--- src/rtl/sampler_pkg.sv ---
// Shared types and defaults for the rejection sampler controller and its filter.
package sampler_pkg;
  typedef enum logic [2:0] {
    ST_IDLE  = 3'd0,
    ST_FETCH = 3'd1,
    ST_TEST  = 3'd2,
    ST_EMIT  = 3'd3,
    ST_DONE  = 3'd4
  } state_e;

  localparam int DEF_BASE_LIMIT   = 200;
  localparam int DEF_SHIFT_FACTOR = 4;
  localparam int REJ_CNT_W        = 16;
endpackage

--- src/rtl/rejection_filter.sv ---
// Accepts a (magnitude, random word) pair when rnd < BASE_LIMIT - (mag << SHIFT_FACTOR),
// with the limit floored at zero so large magnitudes are always rejected.
module rejection_filter
  import sampler_pkg::*;
#(
  parameter int VALUE_WIDTH  = 4,
  parameter int RAND_WIDTH   = 8,
  parameter int BASE_LIMIT   = DEF_BASE_LIMIT,
  parameter int SHIFT_FACTOR = DEF_SHIFT_FACTOR
) (
  input  logic [VALUE_WIDTH-1:0] mag_i,
  input  logic [RAND_WIDTH-1:0]  rnd_i,
  output logic                   accept_o
);
  logic [31:0] scaled;
  logic [31:0] limit;

  always_comb begin
    scaled   = 32'(mag_i) << SHIFT_FACTOR;
    limit    = (scaled >= 32'(BASE_LIMIT)) ? 32'd0 : 32'(BASE_LIMIT) - scaled;
    accept_o = 32'(rnd_i) < limit;
  end
endmodule

--- src/rtl/rejection_sampler_ctrl.sv ---
// Pairs candidates with random words, filters them, and streams NUM_COEFFS accepted samples.
// state | meaning: IDLE wait start | FETCH capture pair | TEST filter | EMIT present sample | DONE pulse
module rejection_sampler_ctrl
  import sampler_pkg::*;
#(
  parameter int VALUE_WIDTH  = 4,
  parameter int RAND_WIDTH   = 8,
  parameter int BASE_LIMIT   = DEF_BASE_LIMIT,
  parameter int SHIFT_FACTOR = DEF_SHIFT_FACTOR,
  parameter int NUM_COEFFS   = 256,
  parameter int MAX_RETRY    = 64
) (
  input  logic                   clk,
  input  logic                   rst_n,
  input  logic                   start,
  input  logic                   cand_valid,
  output logic                   cand_ready,
  input  logic                   cand_sign,
  input  logic [VALUE_WIDTH-1:0] cand_mag,
  input  logic                   rnd_valid,
  output logic                   rnd_ready,
  input  logic [RAND_WIDTH-1:0]  rnd_data,
  output logic                   out_valid,
  input  logic                   out_ready,
  output logic [VALUE_WIDTH:0]   out_data,
  output logic                   out_last,
  output logic                   busy,
  output logic                   done,
  output logic                   err_abort,
  output logic [REJ_CNT_W-1:0]   reject_cnt
);
  localparam int ACC_W = $clog2(NUM_COEFFS + 1);
  localparam int RTY_W = $clog2(MAX_RETRY + 1);
  localparam logic [ACC_W-1:0] LAST_IDX = ACC_W'(NUM_COEFFS - 1);

  state_e                   state_q, state_d;
  logic                     cand_held_q, cand_held_d, rnd_held_q, rnd_held_d;
  logic                     cand_sign_q, cand_sign_d;
  logic [VALUE_WIDTH-1:0]   cand_mag_q, cand_mag_d;
  logic [RAND_WIDTH-1:0]    rnd_q, rnd_d;
  logic [ACC_W-1:0]         acc_cnt_q, acc_cnt_d;
  logic [RTY_W-1:0]         retry_cnt_q, retry_cnt_d, retry_inc;
  logic [REJ_CNT_W-1:0]     reject_cnt_q, reject_cnt_d;
  logic                     err_abort_q, err_abort_d;
  logic [VALUE_WIDTH:0]     out_data_q, out_data_d;
  logic                     cand_ready_q, cand_ready_d, rnd_ready_q, rnd_ready_d;
  logic                     out_valid_q, out_valid_d, out_last_q, out_last_d;
  logic                     busy_q, busy_d, done_q, done_d;
  logic                     accept;

  rejection_filter #(
    .VALUE_WIDTH (VALUE_WIDTH),
    .RAND_WIDTH  (RAND_WIDTH),
    .BASE_LIMIT  (BASE_LIMIT),
    .SHIFT_FACTOR(SHIFT_FACTOR)
  ) u_filter (
    .mag_i   (cand_mag_q),
    .rnd_i   (rnd_q),
    .accept_o(accept)
  );

  always_ff @(posedge clk or negedge rst_n) begin
    if (!rst_n) begin
      state_q      <= ST_IDLE;
      cand_held_q  <= 1'b0;
      rnd_held_q   <= 1'b0;
      cand_sign_q  <= 1'b0;
      cand_mag_q   <= '0;
      rnd_q        <= '0;
      acc_cnt_q    <= '0;
      retry_cnt_q  <= '0;
      reject_cnt_q <= '0;
      err_abort_q  <= 1'b0;
      out_data_q   <= '0;
      cand_ready_q <= 1'b0;
      rnd_ready_q  <= 1'b0;
      out_valid_q  <= 1'b0;
      out_last_q   <= 1'b0;
      busy_q       <= 1'b0;
      done_q       <= 1'b0;
    end else begin
      state_q      <= state_d;
      cand_held_q  <= cand_held_d;
      rnd_held_q   <= rnd_held_d;
      cand_sign_q  <= cand_sign_d;
      cand_mag_q   <= cand_mag_d;
      rnd_q        <= rnd_d;
      acc_cnt_q    <= acc_cnt_d;
      retry_cnt_q  <= retry_cnt_d;
      reject_cnt_q <= reject_cnt_d;
      err_abort_q  <= err_abort_d;
      out_data_q   <= out_data_d;
      cand_ready_q <= cand_ready_d;
      rnd_ready_q  <= rnd_ready_d;
      out_valid_q  <= out_valid_d;
      out_last_q   <= out_last_d;
      busy_q       <= busy_d;
      done_q       <= done_d;
    end
  end

  always_comb begin
    state_d      = state_q;
    cand_held_d  = cand_held_q;
    rnd_held_d   = rnd_held_q;
    cand_sign_d  = cand_sign_q;
    cand_mag_d   = cand_mag_q;
    rnd_d        = rnd_q;
    acc_cnt_d    = acc_cnt_q;
    retry_cnt_d  = retry_cnt_q;
    reject_cnt_d = reject_cnt_q;
    err_abort_d  = err_abort_q;
    out_data_d   = out_data_q;
    retry_inc    = retry_cnt_q + RTY_W'(1);
    unique case (state_q)
      ST_IDLE: begin
        if (start) begin
          acc_cnt_d    = '0;
          retry_cnt_d  = '0;
          reject_cnt_d = '0;
          err_abort_d  = 1'b0;
          cand_held_d  = 1'b0;
          rnd_held_d   = 1'b0;
          state_d      = ST_FETCH;
        end
      end
      ST_FETCH: begin
        if (cand_valid && cand_ready_q) begin
          cand_sign_d = cand_sign;
          cand_mag_d  = cand_mag;
          cand_held_d = 1'b1;
        end
        if (rnd_valid && rnd_ready_q) begin
          rnd_d      = rnd_data;
          rnd_held_d = 1'b1;
        end
        if (cand_held_d && rnd_held_d) state_d = ST_TEST;
      end
      ST_TEST: begin
        cand_held_d = 1'b0;
        rnd_held_d  = 1'b0;
        if (accept) begin
          out_data_d = {cand_sign_q, cand_mag_q};
          state_d    = ST_EMIT;
        end else begin
          if (reject_cnt_q != '1) reject_cnt_d = reject_cnt_q + REJ_CNT_W'(1);
          retry_cnt_d = retry_inc;
          if (retry_inc == RTY_W'(MAX_RETRY)) begin
            err_abort_d = 1'b1;
            state_d     = ST_DONE;
          end else begin
            state_d = ST_FETCH;
          end
        end
      end
      ST_EMIT: begin
        if (out_valid_q && out_ready) begin
          acc_cnt_d   = acc_cnt_q + ACC_W'(1);
          retry_cnt_d = '0;
          state_d     = out_last_q ? ST_DONE : ST_FETCH;
        end
      end
      ST_DONE: state_d = ST_IDLE;
      default: state_d = ST_IDLE;
    endcase
  end

  // Outputs are decoded from next state so each lands in a flop aligned with its state.
  always_comb begin
    cand_ready_d = (state_d == ST_FETCH) && !cand_held_d;
    rnd_ready_d  = (state_d == ST_FETCH) && !rnd_held_d;
    out_valid_d  = (state_d == ST_EMIT);
    out_last_d   = (state_d == ST_EMIT) && (acc_cnt_d == LAST_IDX);
    busy_d       = (state_d != ST_IDLE);
    done_d       = (state_d == ST_DONE);
  end

  assign cand_ready = cand_ready_q;
  assign rnd_ready  = rnd_ready_q;
  assign out_valid  = out_valid_q;
  assign out_data   = out_data_q;
  assign out_last   = out_last_q;
  assign busy       = busy_q;
  assign done       = done_q;
  assign err_abort  = err_abort_q;
  assign reject_cnt = reject_cnt_q;
endmodule

--- config.mk ---
export PLATFORM = sky130hd
export DESIGN_NAME = rejection_sampler_ctrl
export DESIGN_NICKNAME = d
export VERILOG_FILES = /design/src/rtl/sampler_pkg.sv /design/src/rtl/rejection_filter.sv /design/src/rtl/rejection_sampler_ctrl.sv
export SDC_FILE = /design/constraint.sdc
export NUM_CORES = 1
export LEC_CHECK = 0
export ABC_AREA = 1
export CAP_MARGIN = 20
export CORE_MARGIN = 4
export CORE_UTILIZATION = 24
export CTS_CLUSTER_SIZE = 12
export DETAILED_ROUTE_END_ITERATION = 6
export DONT_BUFFER_PORTS = 1
export GPL_TIMING_DRIVEN = 0
export SYNTH_ARGS = -nofsm -noshare
export SYNTH_HDL_FRONTEND = slang
export SYNTH_SLANG_ARGS = --single-unit
--- constraint.sdc ---
create_clock -name clk -period 2.17 [get_ports clk]
set_input_delay 0.651 -clock clk [delete_from_list [all_inputs] [get_ports clk]]
set_output_delay 0.651 -clock clk [all_outputs]
set_load 0.05 [all_outputs]
==> results of run 1 <==
## worst reg2reg max path, delay by kind of cell (launching register included)
kind                       cells  cell delay, ps
AOI/OAI and AO/OA              2             120
xor gates and xnor gates       1             130
adders and majority gates      2             440
buffers and inverters          2             310
DFF                            1             370
and+or+nand+nor                8             720
## cells in the mapped netlist, types with 7 or more instances
| master | instances | area [um^2] |
|---|---|---|
| nand2_2 | 7 | 43.8 |
| or2_2 | 7 | 43.8 |
| nor2_1 | 38 | 143 |
| nand2_1 | 105 | 394 |
| o21ai_2 | 18 | 158 |
| nand3_1 | 34 | 170 |
| a21oi_1 | 11 | 55.1 |
| ha_1 | 9 | 113 |
| dfrtp_1 | 59 | 1480 |
| o21ai_0 | 16 | 80.1 |
| inv_1 | 39 | 146 |
## layout make-up
type | count | area (um^2)
repair buffers | 12 | 97.6
plain buffers | 6 | 75.1
multi-input cells | 297 | 1810
flip-flops and latches | 59 | 1480
clock inverters | 5 | 100
inverters | 44 | 165
fillers | 1443 | 9260
well taps | 176 | 220
clock buffers | 11 | 243
## timing repair
item,in CTS,in global routing
pin swaps,3,8
setup buffers,6,5
cloned,1,0
setup endpoints to repair,33,38
resized for setup,27,29
## through the flow
step	util	power, W	setup slack, ps	cells
detailed placement	0.265	0.00339	-198	582
global route	0.311	0.00598	-203	610
floorplan	-	0.00301	133	406
finish	0.311	0.00562	-37.4	610
global placement	0.265	0.00333	-206	582
CTS	0.300	0.00530	-60.2	605
## power by group
part | switching (W) | internal [W]
combinational | 0.00124 | 0.000849
clock | 0.000497 | 0.00115
sequential | 0.000536 | 0.00135
total | 0.00228 | 0.00335
## state kept, by name, indices dropped and copies added (netlist names), 3 cells and up
name,cells
rnd_q,5
state_q,3
cand_mag_q,4
reject_cnt,16
acc_cnt_q,9
out_data,5
retry_cnt_q,7
## logic make-up (layout without fill, tap and decap cells)
kind of cell,after synthesis,count (layout),synth area share
muxes,6,6,0.0202
adders and majority gates,9,9,0.0337
DFF,59,59,0.442
buffers and inverters,50,78,0.0678
xor gates and xnor gates,7,7,0.0184
and+or+nand+nor,219,219,0.304
AOI/OAI and AO/OA,56,56,0.113
## placed cells by master (no fill, tap or decap), drive strengths merged
master,instances
and3,1
ha,9
nand2,113
nand3,39
or2,7
a21oi,13
dfrtp,59
nand4,7
o22ai,1
bufinv,3
nor2,45
xor2,6
buf,18
clkinv,3
inv,43
mux2,6
o31ai,1
nor3,5
a31o,3
o21ai,35
clkbuf,11
a31oi,1
o311ai,1
nand3b,2
xnor2,1
o21bai,1
## worst max-delay path by stage
stage / from / endpoint / slack, ps / cells after the start
finish: cand_mag_q[1] / reject_cnt[14] / -40 / 15
global route: cand_mag_q[0] / reject_cnt[9] / -200 / 15
CTS: cand_mag_q[0] / reject_cnt[4] / -60 / 15
detailed placement: cand_mag_q[1] / busy / -200 / 13
global placement: cand_mag_q[0] / busy / -210 / 13
floorplan: cand_mag_q[0] / reject_cnt[9] / 130 / 14
## metal layers
layer | global-route usage | vias up | wire (um) | part of all wire
met5 | 0 | - | 0 | 0
met4 | 0.0416 | 0 | 183 | 0.023
met3 | 0.0360 | 18 | 424 | 0.053
met2 | 0.175 | 45 | 4120 | 0.51
met1 | 0.121 | 1309 | 3320 | 0.41
li1 | - | 1377 | - | -
==> summary.md, run 1 <==
| Metric | Value |
|---|---|
| Synthesized instance count | `406` |
| Post-Route Setup TNS | `-399 ps` |
| Fin. Hold Viols | `0` |
| Critical Path, Cell by Cell | `inv_2 > ha_4 > xor2_1 > nand2_1 > ha_4 > nand2_4 > nor2_4 > o21ai_2 > nand2_2 > nand2_2 > nand2_4 > nand3_4 > buf_12 > nand2_4 > o21ai_2` |
| DR vias | `2749` |
| Reg2reg end | `reject_cnt[14]` |
| Layout cells sized above 1 | `0.304` |
| Final Cell Area | `0.00419 mm^2` |
| Avg Synthesized Cell Area | `8.22 um^2` |
| PnR worst setup slack | `-37.4 ps` |
| Post-Syn Nets | `434` |
| Synth-to-layout area growth | `25.5%` |
| Clock tree from TritonCTS | `built` |
| Final Skew | `between 7 and 8 ps` |
| Area after DPL | `0.00356 mm^2` |
| Fin crit share | `1.02` |
| First-pass GRT wire length | `approximately 13000 um` |
| Async set-reset flop share out of synthesis | `1.00` |
| Number of CTS-inserted buffers | `9` |
| Vias in the first global route | `2737` |
| Power per standard cell area | `around 1300 mW/mm^2` |
| Static Leak | `1.96 nW` |
| Initial antenna violation count | `0` |
| Unrepaired setup endpoints after global routing | `yes` |
| Number of port buffers | `0` |
| Max Fclk | `453 MHz` |
| Crit path max-delay family | `simple AND/OR/NAND/NOR gates` |
| Initial Util | `0.248` |
| Time the worst path needs with I/O delays and setup | `2210 ps` |
| Path depth of the worst reg2reg path | `15` |
| Reg2reg setup slack | `-40 ps` |
| Dpl hpwl | `5700 um` |
| CP Class | `register to register` |
| Worst-Margin Slew | `728 ps` |
| CP required | `2380 ps` |
| Hold Slack | `about 19 ps` |
| Seq cells post-synth | `59` |
| Synth Flop Type | `dfrtp_1` |
| MaxCap Viol Count | `0` |
| Violated checks | `negative setup slack` |
| Gpl congestion | `~0.85` |
| Die Ht | `126 um` |
| Root buffer cell | `clkbuf_16` |
| Crit start category | `register` |
| Maximum vdd drop | `approximately 0.00045 V` |
| Netlist Area Pre-Place | `0.00334 mm^2` |
| Worst reg2reg startpoint | `cand_mag_q[1]` |
| Endpoints failing setup | `18` |
| Largest net degree at the start of global routing | `60` |
| Slowest cell delay on critical path | `370 ps` |
| Unique masters post-synth | `38` |
| DR iter-0 viols | `206` |
| Die X | `126 um` |
| CP arrival | `about 2400 ps` |
| Hold_buf cts | `0` |
| Clock slew at reported path FFs | `roughly 50 ps` |
| Slew Limit Fails | `0` |
| Total Routing Usage GR | `0.104` |
| Area of the die | `0.0159 mm^2` |
| Grt ovf | `0` |
| Critical Path End Type | `register` |
| DR WL/cell | `13.2 um` |
| CTS sink cnt | `59` |
| Core Footprint | `0.0135 mm^2` |
| Clk_lat worst skew | `330 ps` |
| Crit-path most repeated cell | `nand2_4` |
| Status | `finished, violations left` |
| Nets | `between 400 and 500` |
| IO Count | `47` |
| Relative slew margins | `0.514` |
| Final routed DRC violation total | `0` |
| Sequential share of the synthesized area | `0.442` |
| Post-synth EDFFs | `0` |
| Post-DR vias/cell | `4.51` |
| HP Class | `primary input to asynchronous set/reset pin` |
| # rows | `42` |
| Diode count | `0` |
| ANT nets after route | `0` |
| Worst path slowest cell | `dfrtp_1` |
| Total iterations of the first detailed-routing run | `4` |
| CTS max path bufs | `2` |
| YS warnings | `0` |
| Final WL | `8050 um` |
| H-tree depth | `3` |
| Crit-path max FO | `10` |
| CP bufs+invs | `2` |
(Power assumes the default switching activity.)
==> inputs of run 2 (changes only) <==
--- a/config.mk
+++ b/config.mk
@@ -9,6 +9,7 @@
 export CAP_MARGIN = 20
 export CORE_MARGIN = 4
 export CORE_UTILIZATION = 24
+export CTS_CLUSTER_DIAMETER = 150
 export CTS_CLUSTER_SIZE = 12
 export DETAILED_ROUTE_END_ITERATION = 6
 export DONT_BUFFER_PORTS = 1
==> results of run 2 <==
Final layout, timing and power as in run 1 (identical DEF).
==> inputs of run 3 (changes only) <==
--- a/config.mk
+++ b/config.mk
@@ -6,7 +6,6 @@
 export NUM_CORES = 1
 export LEC_CHECK = 0
 export ABC_AREA = 1
-export CAP_MARGIN = 20
 export CORE_MARGIN = 4
 export CORE_UTILIZATION = 24
 export CTS_CLUSTER_DIAMETER = 150
==> results of run 3 <==
Final layout, timing and power as in run 1 (identical DEF).
